File: src/rtl/tick_counter_if.sv
// Control and status bundle for tick_counter: run controls in, count/strobes/state out.
interface tick_counter_if #(
   parameter int MODULO = 10
);
   localparam int CW = (MODULO > 2) ? $clog2(MODULO) : 1;

   logic          start;
   logic          stop;
   logic          clr;
   logic          dir;
   logic          oneshot;
   logic [CW-1:0] count;
   logic [MODULO-1:0] led;
   logic          tick;
   logic          wrap;
   logic          running;
   logic          done;

   modport master (
      output start, stop, clr, dir, oneshot,
      input  count, led, tick, wrap, running, done
   );

   modport slave (
      input  start, stop, clr, dir, oneshot,
      output count, led, tick, wrap, running, done
   );
endinterface

File: src/rtl/tick_counter.sv
// Two-stage prescaled up/down modulo counter with one-hot decode and
// IDLE/RUN/PAUSE/DONE sequencing.
module tick_counter #(
   parameter int PRE1   = 50000,
   parameter int PRE2   = 100,
   parameter int MODULO = 10
) (
   input  logic          clk,
   input  logic          rst_n,
   tick_counter_if.slave bus
);
   localparam int CW  = (MODULO > 2) ? $clog2(MODULO) : 1;
   localparam int P1W = $clog2(PRE1);
   localparam int P2W = $clog2(PRE2);

   localparam logic [P1W-1:0] P1_LAST = P1W'(PRE1 - 32'sd1);
   localparam logic [P2W-1:0] P2_LAST = P2W'(PRE2 - 32'sd1);
   localparam logic [CW-1:0]  C_LAST  = CW'(MODULO - 32'sd1);
   localparam logic [P1W-1:0] P1_ZERO = {P1W{1'b0}};
   localparam logic [P2W-1:0] P2_ZERO = {P2W{1'b0}};
   localparam logic [CW-1:0]  C_ZERO  = {CW{1'b0}};
   localparam logic [CW-1:0]  C_ONE   = CW'(1'b1);

   typedef enum logic [1:0] {
      IDLE  = 2'd0,
      RUN   = 2'd1,
      PAUSE = 2'd2,
      DONE  = 2'd3
   } state_t;

   state_t            state_r, state_nxt_s;
   logic [P1W-1:0]    p1_r, p1_nxt_s;
   logic [P2W-1:0]    p2_r, p2_nxt_s;
   logic [CW-1:0]     count_r, count_nxt_s;
   logic [MODULO-1:0] led_r;
   logic              tick_s;
   logic              wrap_s;
   logic              term_s;
   logic [CW-1:0]     reload_s;

   function automatic logic [MODULO-1:0] onehot(input logic [CW-1:0] v);
      logic [MODULO-1:0] r;
      for (int i = 0; i < MODULO; i++) begin
         r[i] = (v == CW'(i));
      end
      return r;
   endfunction

   // Strobes and terminal detection derived from the current state and controls
   always_comb begin
      tick_s   = (state_r == RUN) && (p1_r == P1_LAST) && (p2_r == P2_LAST)
                 && !bus.stop && !bus.clr;
      term_s   = bus.dir ? (count_r == C_LAST) : (count_r == C_ZERO);
      wrap_s   = tick_s && term_s;
      reload_s = bus.dir ? C_ZERO : C_LAST;
   end

   // Next-state, prescaler and count update; clr beats stop beats start
   always_comb begin
      state_nxt_s = state_r;
      p1_nxt_s    = p1_r;
      p2_nxt_s    = p2_r;
      count_nxt_s = count_r;
      if (bus.clr) begin
         state_nxt_s = IDLE;
         p1_nxt_s    = P1_ZERO;
         p2_nxt_s    = P2_ZERO;
         count_nxt_s = C_ZERO;
      end else begin
         case (state_r)
            IDLE: begin
               if (!bus.stop && bus.start) begin
                  state_nxt_s = RUN;
                  p1_nxt_s    = P1_ZERO;
                  p2_nxt_s    = P2_ZERO;
                  count_nxt_s = reload_s;
               end else begin
                  state_nxt_s = IDLE;
               end
            end
            RUN: begin
               if (bus.stop) begin
                  state_nxt_s = PAUSE;
               end else begin
                  // Second stage only moves on the first stage's terminal count
                  if (p1_r == P1_LAST) begin
                     p1_nxt_s = P1_ZERO;
                     p2_nxt_s = (p2_r == P2_LAST) ? P2_ZERO : (p2_r + P2W'(1'b1));
                  end else begin
                     p1_nxt_s = p1_r + P1W'(1'b1);
                  end
                  if (wrap_s && bus.oneshot) begin
                     state_nxt_s = DONE;
                  end else if (tick_s) begin
                     if (bus.dir) begin
                        count_nxt_s = term_s ? C_ZERO : (count_r + C_ONE);
                     end else begin
                        count_nxt_s = term_s ? C_LAST : (count_r - C_ONE);
                     end
                  end else begin
                     count_nxt_s = count_r;
                  end
               end
            end
            PAUSE: begin
               if (!bus.stop && bus.start) begin
                  state_nxt_s = RUN;
               end else begin
                  state_nxt_s = PAUSE;
               end
            end
            DONE: begin
               // stop carries no meaning once finished, so it cannot block a restart
               if (bus.start) begin
                  state_nxt_s = RUN;
                  p1_nxt_s    = P1_ZERO;
                  p2_nxt_s    = P2_ZERO;
                  count_nxt_s = reload_s;
               end else begin
                  state_nxt_s = DONE;
               end
            end
            default: begin
               state_nxt_s = IDLE;
               p1_nxt_s    = P1_ZERO;
               p2_nxt_s    = P2_ZERO;
               count_nxt_s = C_ZERO;
            end
         endcase
      end
   end

   // State, prescaler, count and decoded led registers
   always_ff @(posedge clk or negedge rst_n) begin
      if (!rst_n) begin
         state_r <= IDLE;
         p1_r    <= P1_ZERO;
         p2_r    <= P2_ZERO;
         count_r <= C_ZERO;
         led_r   <= onehot(C_ZERO);
      end else begin
         state_r <= state_nxt_s;
         p1_r    <= p1_nxt_s;
         p2_r    <= p2_nxt_s;
         count_r <= count_nxt_s;
         led_r   <= onehot(count_nxt_s);
      end
   end

   assign bus.count   = count_r;
   assign bus.led     = led_r;
   assign bus.tick    = tick_s;
   assign bus.wrap    = wrap_s;
   assign bus.running = (state_r == RUN);
   assign bus.done    = (state_r == DONE);
endmodule

File: src/flat_wrapper.sv
// flat-port wrapper written by rule: the top's interface ports become plain ports
module tick_counter_flat 
#(
   parameter int PRE1   = 50000,
   parameter int PRE2   = 100,
   parameter int MODULO = 10
)
  (clk, rst_n, bus_start, bus_stop, bus_clr, bus_dir, bus_oneshot, bus_count, bus_led, bus_tick, bus_wrap, bus_running, bus_done);
  tick_counter_if #(.MODULO(MODULO)) bus_i ();
  input  logic clk;
  input  logic rst_n;
  input wire logic [$bits(bus_i.start)-1:0] bus_start;
  input wire logic [$bits(bus_i.stop)-1:0] bus_stop;
  input wire logic [$bits(bus_i.clr)-1:0] bus_clr;
  input wire logic [$bits(bus_i.dir)-1:0] bus_dir;
  input wire logic [$bits(bus_i.oneshot)-1:0] bus_oneshot;
  output wire logic [$bits(bus_i.count)-1:0] bus_count;
  output wire logic [$bits(bus_i.led)-1:0] bus_led;
  output wire logic [$bits(bus_i.tick)-1:0] bus_tick;
  output wire logic [$bits(bus_i.wrap)-1:0] bus_wrap;
  output wire logic [$bits(bus_i.running)-1:0] bus_running;
  output wire logic [$bits(bus_i.done)-1:0] bus_done;
  assign bus_i.start = bus_start;
  assign bus_i.stop = bus_stop;
  assign bus_i.clr = bus_clr;
  assign bus_i.dir = bus_dir;
  assign bus_i.oneshot = bus_oneshot;
  assign bus_count = bus_i.count;
  assign bus_led = bus_i.led;
  assign bus_tick = bus_i.tick;
  assign bus_wrap = bus_i.wrap;
  assign bus_running = bus_i.running;
  assign bus_done = bus_i.done;
  tick_counter #(.PRE1(PRE1), .PRE2(PRE2), .MODULO(MODULO)) u_core (.clk(clk), .rst_n(rst_n), .bus(bus_i));
endmodule
File: config.mk
export PLATFORM = sky130hd
export DESIGN_NAME = tick_counter_flat
export DESIGN_NICKNAME = d
export VERILOG_FILES = /design/src/rtl/tick_counter_if.sv /design/src/rtl/tick_counter.sv /design/src/flat_wrapper.sv
export SDC_FILE = /design/constraint.sdc
export NUM_CORES = 1
export LEC_CHECK = 0
export BUFFER_PORTS_ARGS = -buffer_cell sky130_fd_sc_hd__buf_2
export CAP_MARGIN = 30
export CELL_PAD_IN_SITES_DETAIL_PLACEMENT = 1
export CELL_PAD_IN_SITES_GLOBAL_PLACEMENT = 2
export CORE_MARGIN = 5
export CORE_UTILIZATION = 33
export CTS_BUF_LIST = sky130_fd_sc_hd__clkbuf_16
export DETAILED_ROUTE_END_ITERATION = 16
export GPL_TIMING_DRIVEN = 1
export PLACE_DENSITY = 0.76
export SYNTH_ARGS = -nofsm -noshare
export SYNTH_HDL_FRONTEND = slang
export SYNTH_SLANG_ARGS = --single-unit
export TNS_END_PERCENT = 10
File: constraint.sdc
create_clock -name clk -period 2.65 [get_ports clk]
set_clock_uncertainty 0.1 [all_clocks]
set_input_delay 0 -clock clk [delete_from_list [all_inputs] [get_ports clk]]
set_output_delay 0 -clock clk [all_outputs]
set_load 0.01 [all_outputs]
==> impl_metrics.yaml, run 1 <==
setup_path:
  slowest_stage: "dfrtp_1"
  path_cells: "ha_1 > nor2b_2 > nand4_1 > buf_4 > a211oi_4 > mux2_2 > o221ai_1 > buf_4 > nor4b_2"
  path_common_cell: "buf_4"
  r2r-start: "u_core.p2_r[0]$_DFFE_PN0P_"
  critPathBufInv: 2
  path_delay_family: "simple AND/OR/NAND/NOR gates"
  critPathRequiredTime_ns: 2.73
  path_class: "reg -> reg"
  cpPeakStageDelay_ns: 0.39
  worstSetupStartpoint: "u_core.p2_r[0]$_DFFE_PN0P_"
  cp-start-kind: "register"
  cp.arrival_ns: 2.61
  cp-end-kind: "register"
  cp_max_fo: 9
grt:
  grt_pass1_vias: 2129
  antenna_found_initial: 0
  use_met2_pct: 26.0
  grt_usage_pct: 15.4
  grt-busiest-layer: "met2"
  grt.met3_usage_pct: 1.93
  grtUsageMet1_pct: 20.2
  grt_max_degree: 40
  grt_pass1_wl_um: 10700
  grt_overflow: 0
yosys:
  syn_inst: 244
  syn_nets: 256
  synth_cell_types: 55
  synthesis.area_um2: 2290
  synth_edf_count: 0
  avgSynthCellArea_um2: 9.37
  ys_top_cells_by_area: "dfrtp_1 42%, o21ai_0 4.8%, xnor2_1 3.8%"
  synth_top_area_share_pct: 41.6
  seq_area_frac_synth_pct: 42.7
  ys_top_cells_by_count: "38 x dfrtp_1, 22 x o21ai_0, 21 x nor2_1"
  async_flop_share_pct: 100
  synth_ff_type: "dfrtp_1"
  synth.most_common_cell: "dfrtp_1"
  synth_warnings: 0
  yosys.area.top_type: "dfrtp_1"
  ys_ff_latch: 39
power:
  ir_worst_vdd_mv: 0.239
  switching_share_pct: 24.0
  pwr-share-comb_pct: 10.6
  p_int_uw: 992
  total_power_uw: 1310
  p_sw_uw: 313
  pwr-share-seq_pct: 46.5
  power.leakage_uw: 0.00138
  p_clk_share_pct: 42.9
  pwr_density_cell_nw_per_um2: 441
sta:
  slew_headroom_pct: 40.5
  fin_ws_ns: 0.113
  finalMaxSlewViolations: 0
  fmax_mhz: 394
  rsz0062_at_grt: "true"
  worstMarginPinSlew_ns: 0.892
  setup_viol: 0
  period_share_pct: 95.7
  fin_setup_tns_ns: 0
  period_needed_ns: 2.54
  timing_hold_violations_final: 0
die:
  die_x_um: 93.2
  dieArea_um2: 8690
  die_y_um: 93.2
  start_util_pct: 33.8
  coreArea_um2: 6760
  rows: 30
  pin_count: 25
route:
  viasPerCell: 5.31
  routed_wl_um: 6380
  ant_nets: 0
  drc: 0
  drt_iter0_drc: 63
  wl_per_cell_um: 16.7
  vias: 2022
  drtPass1Iterations: 4
cells_and_area:
  num-fill-cells: 802
  fin_cells: 381
  regArea_um2: 978
  insertedDiodeCount: 0
  drive_gt1_share_pct: 29.6
  synthToLayoutAreaGrowth_pct: 29.5
  multi_input_area_um2: 1280
  fin_nets: 312
placed_design:
  dp_slack_ns: 0.0125
  place_inst: 360
  globalplace.congestion: 0.832
  hpwlAfterDp_um: 4520
  port_buffers: 24
status:
  outcome: "completed"
cts:
  path_clk_slew_ns: 0.06
  cts_made_buffers: 5
  cts_max_level: 2
  clock_sinks: 39
  cts-root-buf: "clkbuf_16"
  cts_tree: "yes"
  clk_latency_ns: 0.27
  clk_path_buf_depth: 2
hold_path:
  hp-class: "in -> reg"
  hp-start: "bus_start"
run:
  max_cap_viol_count: 0
-- path summary, 6_finish.rpt --
kind / end / slack [ns] / cells after the start
max: u_core.bus.led[8]$_DFF_PN0_ / 0.11 / 9
min: u_core.state_r[0]$_DFFE_PN0P_ / 0.08 / 3
max reg2reg: u_core.bus.led[8]$_DFF_PN0_ / 0.11 / 9
min reg2reg: u_core.p2_r[6]$_DFFE_PN0P_ / 0.41 / 1
max in group asynchronous: u_core.p1_r[4]$_DFFE_PN0P_ / 1.54 / 2
min in group asynchronous: u_core.p2_r[0]$_DFFE_PN0P_ / 0.29 / 2
-- worst min-delay path: stages --
cell     delay (ns)
buf_2          0.15
o21ai_0        0.19
a21oi_1        0.07
-- metal layers --
| metal | vias up | routed length, um |
|---|---|---|
| met4 | 0 | 75 |
| li1 | 1000 | - |
| met2 | 14 | 3230 |
| met5 | - | 0 |
| met1 | 1004 | 2990 |
| met3 | 4 | 81 |
-- stage by stage --
step | util, % | cell area, um2 | hold slack (ns)
2_1_floorplan | - | 2290 | -0.396
3_3_place_gp | 38.9 | 2630 | 0.0729
3_5_place_dp | 38.9 | 2630 | 0.0801
4_1_cts | 41.7 | 2820 | 0.0764
5_1_grt | 43.8 | 2960 | 0.135
6_report | 43.8 | 2960 | 0.0843
-- kinds of logic (layout without fill, tap and decap cells) --
kind of cell / count (synthesis) / in the layout / synth area share, %
buffers and inverters: 25 / 82 / 4.54
AOI/OAI and AO/OA: 60 / 60 / 17.2
adders and majority gates: 5 / 5 / 2.74
muxes: 4 / 4 / 1.86
DFF: 39 / 39 / 42.7
xor gates and xnor gates: 11 / 11 / 4.21
and+or+nand+nor: 100 / 100 / 26.7
-- flip-flops by register name, indices dropped and copies added, names as in the netlist --
| register | flops |
|---|---|
| u_core.p1_r | 16 |
| u_core.bus.led | 10 |
| u_core.p2_r | 7 |
| u_core.bus.count | 4 |
| u_core.state_r | 2 |
-- placed cells by master (no fill, tap or decap), drive strengths merged, types with 3 or more instances in the layout --
cell type    instances
dlygate4sd3          5
a211oi               3
o21ai               22
ha                   5
nor4b                7
nor4                 4
nand2b               3
o31ai                3
a31oi                3
nor3                 4
dfrtp               38
xnor2               10
inv                 15
a22o                 4
a21oi               13
nand2               18
and3                 5
nand4                3
and4                 4
buf                 55
nor2                21
nand3               13
nor3b                5
clkbuf               5
-- repair_timing --
item | in CTS | in global routing
hold buffers | 5 | 0
buffers inserted | 0 | 7
setup endpoints to repair | 2 | 11
gates cloned | 0 | 1
pin swaps | 1 | 8
hold endpoints to repair | 41 | 0
resized for setup | 1 | 19
-- power groups by stage --
stage / sequential (uW) / clock [uW] / combinational (uW)
2_1_floorplan: 619 / 0 / 71.7
3_3_place_gp: 617 / 0 / 129
3_5_place_dp: 618 / 0 / 129
4_1_cts: 607 / 586 / 136
5_1_grt: 608 / 608 / 156
6_report: 607 / 560 / 138
-- final cells by class --
class / instances / area share [%]
repair buffers: 60 / 13.7
well taps: 80 / 3.38
flip-flops and latches: 39 / 33.1
multi-input cells: 180 / 43.4
clock inverters: 3 / 0.380
inverters: 14 / 1.86
clock buffers: 5 / 4.23
Power figures use the tool's default switching activity.
==> run 2: changes to the inputs <==
Settings changed: RECOVER_POWER set to 100.
==> impl_metrics.yaml, run 2 (synthesis gave the netlist of run 1 again) <==
placed_design:
  place_inst: 360
  globalplace.congestion: 0.832
  hpwlAfterDp_um: 4520
  port_buffers: 24
setup_path:
  r2r_setup_slack_ns: 0.11
  r2r-start: "u_core.p2_r[0]$_DFFE_PN0P_"
  worstSetupStartpoint: "u_core.p2_r[0]$_DFFE_PN0P_"
  cp_max_fo: 9
  r2r_cells: 9
  cp-end-kind: "register"
  r2r-end: "u_core.bus.led[8]$_DFF_PN0_"
  cp-start-kind: "register"
  critPathRequiredTime_ns: 2.73
  cp.arrival_ns: 2.61
  crit_path_end: "u_core.bus.led[8]$_DFF_PN0_"
  path_class: "reg -> reg"
sta:
  timing_hold_violations_final: 0
  setup_viol: 0
  slew_headroom_pct: 40.8
  whs_ns: 0.0801
  worstMarginPinSlew_ns: 0.887
  period_needed_ns: 2.54
  finalMaxSlewViolations: 0
  fmax_mhz: 394
  rsz0062_at_grt: "true"
  period_share_pct: 95.8
cells_and_area:
  mostFrequentLayoutCells: "37 x dfrtp_1, 28 x buf_4, 21 x nor2_1, 21 x o21ai_0, 18 x nand2_1"
  fin_nets: 312
  synthToLayoutAreaGrowth_pct: 28.6
  largest_reg_flops: 16
  regMostFlops: "u_core.p1_r"
  utilization_pct: 43.5
  final_common_cell: "dfrtp_1"
  drive_gt1_share_pct: 25.2
  multi_input_area_um2: 1280
  insertedDiodeCount: 0
  fin_cells: 381
  regArea_um2: 978
  num-fill-cells: 809
route:
  vias: 2048
  viasPerCell: 5.38
  drc: 0
  routed_wl_um: 6360
  wl_per_cell_um: 16.7
  drtPass1Iterations: 4
  drt_iter0_drc: 67
  ant_nets: 0
status:
  outcome: "completed"
hold_path:
  hp-class: "in -> reg"
power:
  power.leakage_uw: 0.00133
  total_power_uw: 1300
  ir_worst_vdd_mv: 0.239
  pwr_density_cell_nw_per_um2: 444
  p_int_uw: 991
  p_clk_share_pct: 42.9
  switching_share_pct: 24.0
  p_sw_uw: 314
  pwr-share-comb_pct: 10.5
  pwr-share-seq_pct: 46.5
grt:
  grt_pass1_vias: 2129
  grt_usage_pct: 15.4
  grt_overflow: 0
  antenna_found_initial: 0
  grt_max_degree: 40
  grt_pass1_wl_um: 10700
cts:
  cts_made_buffers: 5
  clk_path_buf_depth: 2
  cts_max_level: 2
  path_clk_slew_ns: 0.06
  cts-root-buf: "clkbuf_16"
  clock_sinks: 39
  cts_tree: "yes"
  clk_latency_ns: 0.27
die:
  coreArea_um2: 6760
  dieArea_um2: 8690
  die_y_um: 93.2
  die_x_um: 93.2
  pin_count: 25
  rows: 30
  start_util_pct: 33.8
run:
  max_cap_viol_count: 0
==> run 2: changes by cell type in the layout (fill, tap and decap cells not counted) <==
| cell | previous run | this run |
|---|---|---|
| buf_2 | 24 | 13 |
| buf_4 | 30 | 28 |
| clkbuf_1 | 0 | 13 |
==> run 2: cell type report <==
class                   instances  area share [%]
well taps                      80            3.41
flip-flops and latches         39            33.3
multi-input cells             180            43.7
clock buffers                   5            4.26
clock inverters                 3           0.383
inverters                      14            1.87
repair buffers                 60            13.1
==> run 2: worst max-delay path, cell delays in order (launching register included) <==
cell      delay [ns]
dfrtp_1         0.39
ha_1            0.20
nor2b_2         0.19
nand4_1         0.12
buf_4           0.17
a211oi_4        0.24
mux2_2          0.37
o221ai_1        0.22
buf_4           0.22
nor4b_2         0.21
==> run 2: worst min-delay path by stage <==
stage,depth (start not counted),end,start
floorplan,0,u_core.bus.count[0]$_DFF_PN0_,rst_n
global placement,1,u_core.p2_r[0]$_DFFE_PN0P_,rst_n
detailed placement,1,u_core.p2_r[3]$_DFFE_PN0P_,rst_n
CTS,3,u_core.state_r[0]$_DFFE_PN0P_,bus_start
global route,3,u_core.state_r[0]$_DFFE_PN0P_,bus_start
finish,3,u_core.state_r[0]$_DFFE_PN0P_,bus_start
==> run 2: per-layer routing <==
| metal | GRT usage [%] | routed length (um) | vias up |
|---|---|---|---|
| met5 | 0 | 0 | - |
| met4 | 5.13 | 75 | 0 |
| met3 | 1.93 | 130 | 4 |
| met2 | 26.0 | 3250 | 34 |
| met1 | 20.2 | 2910 | 1011 |
| li1 | - | - | 999 |
==> run 2: power by group through the flow <==
stage | clock network, uW | registers, uW | logic, uW
finish | 560 | 607 | 137
global route | 608 | 608 | 155
CTS | 586 | 607 | 136
detailed placement | 0 | 618 | 129
global placement | 0 | 617 | 129
floorplan | 0 | 619 | 71.7
==> run 2: what timing repair did <==
| action | in CTS | in global routing |
|---|---|---|
| buffers inserted | 0 | 7 |
| endpoints found under the setup margin | 2 | 11 |
| pin swaps | 1 | 8 |
| gates resized for setup | 1 | 19 |
| cloned | 0 | 1 |
| hold buffers | 5 | 0 |
| endpoints found under the hold margin | 41 | 0 |
==> run 2: stage by stage <==
stage | setup WS, ns | setup TNS [ns] | cell area, um2
6_report | 0.111 | 0 | 2940
5_1_grt | -0.0485 | -0.246 | 2940
4_1_cts | 0.0246 | 0 | 2820
3_5_place_dp | 0.0125 | 0 | 2630
3_3_place_gp | 0.0581 | 0 | 2630
2_1_floorplan | 0.0800 | 0 | 2290
==> run 3: changes to the inputs <==
Settings changed: CORE_UTILIZATION 33 to 30, PLACE_DENSITY 0.76 to 0.71.
==> impl_metrics.yaml, run 3 (synthesis gave the netlist of run 1 again) <==
status:
  outcome: "finished with violations"
  violations: "hold timing"
power:
  switching_share_pct: 24.0
  p_sw_uw: 347
  pwr-share-comb_pct: 9.6
  p_int_uw: 1100
  total_power_uw: 1440
  power.leakage_uw: 0.00131
  ir_worst_vdd_mv: 0.207
  pwr_density_cell_nw_per_um2: 494
  pwr-share-seq_pct: 42.0
  p_clk_share_pct: 48.4
die:
  start_util_pct: 31.2
  rows: 31
  die_x_um: 97.3
  pin_count: 25
  dieArea_um2: 9470
  coreArea_um2: 7330
  die_y_um: 97.3
cts:
  clk_latency_ns: 0.28
  path_clk_slew_ns: 0.06
  clock_sinks: 39
  cts_tree: "yes"
  clk_path_buf_depth: 2
  cts_made_buffers: 5
  cts-root-buf: "clkbuf_16"
  cts_max_level: 2
route:
  ant_nets: 0
  viasPerCell: 5.12
  drt_iter0_drc: 34
  routed_wl_um: 6340
  wl_per_cell_um: 16.1
  vias: 2018
  drtPass1Iterations: 4
  drc: 0
cells_and_area:
  utilization_pct: 39.9
  regMostFlops: "u_core.p1_r"
  synthToLayoutAreaGrowth_pct: 27.9
  regArea_um2: 977
  final_common_cell: "dfrtp_1"
  multi_input_area_um2: 1270
  fin_cells: 394
  num-fill-cells: 839
  fin_nets: 306
  drive_gt1_share_pct: 22.0
  insertedDiodeCount: 0
  post-route-cell-area_um2: 2920
  largest_reg_flops: 16
  mostFrequentLayoutCells: "38 x dfrtp_1, 22 x o21ai_0, 21 x nor2_1, 21 x buf_4, 18 x nand2_1"
hold_path:
  hp-class: "in -> reg"
sta:
  slew_headroom_pct: 33.5
  whs_ns: -0.000555
  fin_setup_tns_ns: 0
  setup_viol: 0
  worstMarginPinSlew_ns: 0.998
  period_needed_ns: 2.56
  fmax_mhz: 391
  rsz0062_at_grt: "true"
  timing_hold_violations_final: 1
  finalMaxSlewViolations: 0
  period_share_pct: 96.6
grt:
  antenna_found_initial: 0
  grt_overflow: 0
  grt_pass1_wl_um: 10900
  grt_pass1_vias: 2140
  grt_max_degree: 40
  grt_usage_pct: 14.0
setup_path:
  cp_max_fo: 4
  cp-start-kind: "register"
  cp-end-kind: "register"
  path_class: "reg -> reg"
  cp.arrival_ns: 2.63
  critPathRequiredTime_ns: 2.72
placed_design:
  port_buffers: 24
  globalplace.congestion: 0.725
  place_inst: 380
  placed_area_um2: 2660
  hpwlAfterDp_um: 4610
run:
  max_cap_viol_count: 0
run 3: layout make-up:
cell class                      count  share of cell area, %
Clock inverter                      3                   1.50
Sequential cell                    39                   33.4
Multi-Input combinational cell    180                   43.5
Clock buffer                        5                   4.28
Inverter                           14                   1.80
Timing Repair Buffer               54                   11.3
Tap cell                           99                   4.24
run 3: routing by layer:
metal | wire [um] | track usage, % | vias up
met1 | 3170 | 19.6 | 1004
li1 | - | - | 986
met4 | 68 | 4.15 | 0
met2 | 2940 | 22.0 | 24
met3 | 155 | 2.66 | 4
met5 | 0 | 0 | -
run 3: repair_timing:
action	CTS	global route
resized for setup	4	10
setup endpoints to repair	1	12
hold endpoints to repair	40	0
hold buffers	4	0
pin swaps	2	1
buffers inserted	0	2
run 3: final timing paths:
kind                                               end  slack, ns  cells past startpoint                          start
setup / recovery           u_core.bus.led[4]$_DFF_PN0_       0.09                     10  u_core.bus.count[0]$_DFF_PN0_
hold / removal              u_core.p1_r[3]$_DFFE_PN0P_    -0.0006                      2                       bus_stop
setup reg to reg           u_core.bus.led[4]$_DFF_PN0_       0.09                     10  u_core.bus.count[0]$_DFF_PN0_
hold reg to reg             u_core.p2_r[6]$_DFFE_PN0P_       0.37                      1     u_core.p2_r[6]$_DFFE_PN0P_
max in group asynchronous  u_core.p1_r[12]$_DFFE_PN0P_       1.52                      2                          rst_n
min in group asynchronous   u_core.p1_r[4]$_DFFE_PN0P_       0.30                      2                          rst_n
run 3: metrics by stage:
stage | hold WS [ns] | worst slack [ns]
2_1_floorplan | -0.396 | 0.0800
3_3_place_gp | 0.0777 | 0.0608
3_5_place_dp | 0.0802 | -0.0567
4_1_cts | 0.00313 | 0.0206
5_1_grt | 0.0197 | -0.0770
6_report | -0.000555 | 0.0909
run 3: critical path, cell delays in order, from the launching register on:
cell and delay (ns):
dfrtp_1 0.39, inv_1 0.08, ha_1 0.23, or3b_1 0.21, a21oi_4 0.08, buf_4 0.15
or3_1 0.36, o221ai_1 0.29, nand2b_1 0.18, buf_4 0.17, and4_1 0.20
run 3: power groups by stage:
stage | Combinational [uW] | Clock [uW] | Sequential [uW]
after floorplan | 71.7 | 0 | 619
after global placement | 134 | 0 | 617
after detailed placement | 136 | 0 | 617
after CTS | 142 | 720 | 606
after global routing | 156 | 739 | 607
final | 138 | 699 | 606
